$ cat src/rtl/current_based_tt_um_lif.sv
// -----------------------------------------------------------------------------
// current_based_tt_um_lif
//   Current-based leaky integrate-and-fire neuron in a Tiny Tapeout user-module
//   wrapper. A synaptic current I integrates ui_in and decays by I>>CUR_SHIFT.
//   The membrane V integrates I, leaks by V>>LEAK_SHIFT, and fires a one-cycle
//   registered spike when it reaches the threshold. After each spike V is held
//   at 0 for REFRACT_CYCLES enabled cycles.
//
// Optional build macro: LIF_SEG_DISPLAY_EN
//   defined   : uo_out[6:0] = seven-segment glyph (a=bit0..g=bit6) of V[7:4]
//   undefined : uo_out[6:0] = V[7:1]
//
// Ports
//   clk     in   1  system clock, rising edge
//   rst_n   in   1  asynchronous active-low reset
//   ena     in   1  design enable; all state frozen when low
//   ui_in   in   8  unsigned input current sample
//   uio_in  in   8  runtime threshold; 0 selects THRESHOLD
//   uo_out  out  8  [7] spike, [6:0] membrane display
//   uio_out out  8  tied 0
//   uio_oe  out  8  tied 0 (bidir pins are inputs)
// -----------------------------------------------------------------------------
module current_based_tt_um_lif #(
    parameter int LEAK_SHIFT     = 4,
    parameter int CUR_SHIFT      = 2,
    parameter int THRESHOLD      = 200,
    parameter int REFRACT_CYCLES = 4
) (
    input  logic       clk,
    input  logic       rst_n,
    input  logic       ena,
    input  logic [7:0] ui_in,
    input  logic [7:0] uio_in,
    output logic [7:0] uo_out,
    output logic [7:0] uio_out,
    output logic [7:0] uio_oe
);

    localparam int CW = (REFRACT_CYCLES > 1) ? $clog2(REFRACT_CYCLES + 1) : 1;

    logic [7:0]    r_cur;
    logic [7:0]    r_vmem;
    logic [CW-1:0] r_ref;
    logic          r_spike;

    logic [8:0]    w_cur_sum;
    logic [7:0]    w_cur_next;
    logic [8:0]    w_v_sum;
    logic [7:0]    w_v_next;
    logic [7:0]    w_thr;
    logic          w_fire;
    logic [6:0]    w_disp;

    // Decayed value never underflows (x - (x>>s) >= 0), so one extra bit is
    // enough to catch the carry from the add before clamping.
    assign w_cur_sum  = {1'b0, r_cur - (r_cur >> CUR_SHIFT)} + {1'b0, ui_in};
    assign w_cur_next = w_cur_sum[8] ? 8'hFF : w_cur_sum[7:0];

    // Membrane uses the pre-edge current, not w_cur_next.
    assign w_v_sum    = {1'b0, r_vmem - (r_vmem >> LEAK_SHIFT)} + {1'b0, r_cur};
    assign w_v_next   = w_v_sum[8] ? 8'hFF : w_v_sum[7:0];

    assign w_thr      = (uio_in != 8'd0) ? uio_in : 8'(THRESHOLD);
    assign w_fire     = (w_v_next >= w_thr);

    always_ff @(posedge clk or negedge rst_n) begin
        if (!rst_n) begin
            r_cur   <= '0;
            r_vmem  <= '0;
            r_ref   <= '0;
            r_spike <= 1'b0;
        end else if (ena) begin
            r_cur <= w_cur_next;
            if (r_ref != '0) begin
                // Refractory: membrane clamped, current keeps integrating.
                r_vmem  <= '0;
                r_ref   <= r_ref - CW'(1);
                r_spike <= 1'b0;
            end else if (w_fire) begin
                r_vmem  <= '0;
                r_ref   <= CW'(REFRACT_CYCLES);
                r_spike <= 1'b1;
            end else begin
                r_vmem  <= w_v_next;
                r_spike <= 1'b0;
            end
        end
    end

`ifdef LIF_SEG_DISPLAY_EN
    always_comb begin
        w_disp = 7'h00;
        case (r_vmem[7:4])
            4'h0: w_disp = 7'h3F;
            4'h1: w_disp = 7'h06;
            4'h2: w_disp = 7'h5B;
            4'h3: w_disp = 7'h4F;
            4'h4: w_disp = 7'h66;
            4'h5: w_disp = 7'h6D;
            4'h6: w_disp = 7'h7D;
            4'h7: w_disp = 7'h07;
            4'h8: w_disp = 7'h7F;
            4'h9: w_disp = 7'h6F;
            4'hA: w_disp = 7'h77;
            4'hB: w_disp = 7'h7C;
            4'hC: w_disp = 7'h39;
            4'hD: w_disp = 7'h5E;
            4'hE: w_disp = 7'h79;
            4'hF: w_disp = 7'h71;
            default: w_disp = 7'h00;
        endcase
    end
`else
    assign w_disp = r_vmem[7:1];
`endif

    assign uo_out  = {r_spike, w_disp};
    assign uio_out = 8'h00;
    assign uio_oe  = 8'h00;

endmodule

$ cat config.mk
export PLATFORM = sky130hd
export DESIGN_NAME = current_based_tt_um_lif
export DESIGN_NICKNAME = d
export VERILOG_FILES = /design/src/rtl/current_based_tt_um_lif.sv
export SDC_FILE = /design/constraint.sdc
export NUM_CORES = 1
export LEC_CHECK = 0
export CORE_UTILIZATION = 48
export DETAILED_ROUTE_END_ITERATION = 16
export GPL_ROUTABILITY_DRIVEN = 0
export GPL_TIMING_DRIVEN = 0
export PLACE_DENSITY = 0.73
export REMOVE_ABC_BUFFERS = 1
export SKIP_LAST_GASP = 1
export SLEW_MARGIN = 20
export SYNTH_ARGS = -nofsm -noshare
export SYNTH_HDL_FRONTEND = slang
export SYNTH_SLANG_ARGS = --single-unit
$ cat constraint.sdc
create_clock -name clk -period 3.95 [get_ports clk]
set_clock_uncertainty 0.1 [all_clocks]
set_input_delay 0.5925 -clock clk [delete_from_list [all_inputs] [get_ports clk]]
set_output_delay 0.5925 -clock clk [all_outputs]
set_load 0.02 [all_outputs]
==> metrics.txt <==
Placed Area=2590 µm²; worst hold start=r_spike; largest area contributor in the netlist=dfrtp_1; vias in the first global route=1961; Reg clk slew, reported paths=roughly 80 ps; ys async rst share=100%; Rows=25; clock latency at the later pin of the worst-skew pair=260 ps; violated checks=negative setup slack; Crit. Startpoint=r_vmem[5]; total I/O pin count=43; synthesized flop and latch total=20; share of layout cells above drive strength 1=25.6%; Synth Instances=279; setup TNS=-1480 ps; CTS Hold Bufs=0; final setup violation count=12; n_diodes=0; setup ws final=-157 ps; drt pass-1 iters=4; initial antenna violation count=0; fin crit share=104%; Die ar.=5240 µm²; Max-slew headroom=30.6%; FILL cells=365; number of H-tree levels=1; post-route ant nets=0; crit path max-delay cell type=dfrtp_2; Post-Place Setup Slack=-740 ps; Initial DRC Count=211; routed len/inst=14.7 µm; CP cell instances=inv_2, ha_4, nor2b_4, o21ai_2, a21boi_2, nor3_2, xnor2_1, ha_1, a21o_1, a211oi_4, a21oi_4, nor2_4, inv_2, ha_4, a211oi_4, o21ai_2, a21oi_4, nor3b_2, mux2_4; GRT Residual Overflow=0; Port Buffers=26; CP Capture Type=flip-flop; Hold Fails Final Rpt=0; CTS tree=done; Via density=5.44; Core Area=4750 µm²; Slew Viols, Final=0; post-synthesis sequential area ratio=21.0%; fmax=243 MHz; predominant post-synthesis flop cell=dfrtp_1; Mapped Area=~2400 µm²; routed vias=about 2100; RSZ-0062 raised after global routing=true; gr usage total=~22%; fin nets=376; worst r2r src=r_vmem[5]; CP required=about 4000 ps; total CTS buffers=3; Max-Cap Viols=0; CTS root buffer=clkbuf_8; drc violations=0; Routed Wire Length=5.63 mm; clock buffer depth=2; final instance area=around 3100 µm²; status=finished with violations; number of synthesized flops with an enable pin=0; area grow syn2layout=28.4%; first-pass GRT wire length=8.94 mm; top cells by area, synth=dfrtp_1 21%, ha_1 18%, buf_4 7.6%; Initial Utilization=~50%; crit path max fanout=6; Worst Tran Pin Value=1040 ps; HPWL after DPL=3.62 mm; Unique masters post-synth=48; area fraction of the dominant cell type after synthesis=21.0%; chip width=72.4 µm; syn_area_per_cell=8.53 µm²; clock sinks=20; min Tclk post-route=4110 ps; largest net degree at the start of global routing=26; CP Launch Type=flip-flop; Hold Crit Class=reg -> reg; Setup CP Type=reg -> reg; Die H=~72 µm; Worst Path Arrival=4150 ps; Yosys warning total=0; most instantiated cells after synthesis=35 x ha_1, 35 x inv_1, 24 x buf_4; max incr delay on CP=a little over 400 ps
==> routing by layer <==
layer / up-vias / track usage, % / routed length, µm
met5: - / 0 / 0
li1: 1024 / - / -
met3: 10 / 3.06 / 269
met1: 982 / 29.9 / 2470
met2: 69 / 36.4 / 2790
met4: 0 / 2.83 / 104
==> area by class of cell <==
class | instances | area, µm² | share of cell area (%)
multi-input combinational | 212 | 1880 | 61.6
sequential | 20 | 503 | 16.5
timing repair buffer | 46 | 414 | 13.6
inverter | 35 | 131 | 4.30
tap | 67 | 83.8 | 2.75
clock buffer | 3 | 41.3 | 1.35
==> critical path: cells and delay by family (launching register included) <==
family / cells / cell delay [ps]
AO/OA/AOI/OAI: 8 / 1570
buffers and inverters: 2 / 140
adder cells (fa/ha/maj): 3 / 790
multiplexers: 1 / 300
flip-flops: 1 / 410
XOR/XNOR: 1 / 120
AND/OR/NAND/NOR: 4 / 540
==> final timing paths <==
| path | end | depth (start not counted) | slack (ps) |
|---|---|---|---|
| max reg2reg | r_ref[1] | 19 | -160 |
| max in group asynchronous | r_vmem[4] | 1 | 2370 |
| min reg2reg | r_spike | 2 | 420 |
| max | r_ref[1] | 19 | -160 |
| min | r_spike | 2 | 420 |
| min in group asynchronous | r_vmem[2] | 1 | 750 |
==> state kept, by name, summed over array words and instances (netlist names) <==
register  cells
r_ref         3
r_cur         8
r_vmem        8
r_spike       1
==> cell families (layout without fill, tap and decap cells) <==
kind of cell,count (synthesis),after routing,share of synthesized area (%)
adders and majority gates,39,39,21.8
xor gates and xnor gates,17,17,6.26
muxes,4,4,1.74
buffers and inverters,62,84,13.6
other,1,16,0.158
and+or+nand+nor,61,61,13.1
DFF,20,20,21.0
AOI/OAI and AO/OA,75,75,22.4
==> repair_timing <==
| action | in CTS | in global routing |
|---|---|---|
| pin swaps | 26 | 11 |
| setup endpoints to repair | 12 | 12 |
| gates cloned | 0 | 0 |
| resized for setup | 45 | 23 |
| buffers inserted | 14 | 6 |
==> cells in the final DEF (no fill, tap or decap), drive strengths merged, types with 4 or more instances in the layout <==
master | netlist | final
buf | 24 | 20
xnor2 | 15 | 15
inv | 35 | 35
nor2 | 22 | 22
clkdlybuf4s50 | 0 | 26
dfrtp | 20 | 20
nor2b | 8 | 8
o22ai | 6 | 6
o22a | 6 | 6
o21ai | 13 | 13
conb | 1 | 16
a21oi | 18 | 18
fa | 4 | 4
a21o | 5 | 5
o211ai | 4 | 4
nor3 | 7 | 7
a211oi | 8 | 8
nand2 | 7 | 7
ha | 35 | 35
==> stage by stage <==
step	hold WS, ps	utilization (%)	cells
6_report	418	64.2	383
5_1_grt	449	64.2	383
4_1_cts	422	61.4	377
3_5_place_dp	421	54.4	360
3_3_place_gp	419	54.4	360
2_1_floorplan	197	-	267
Power is left out: the tool's default activity adds up to more than one toggle a clock period on the data nets, which glitch-free logic cannot reach.
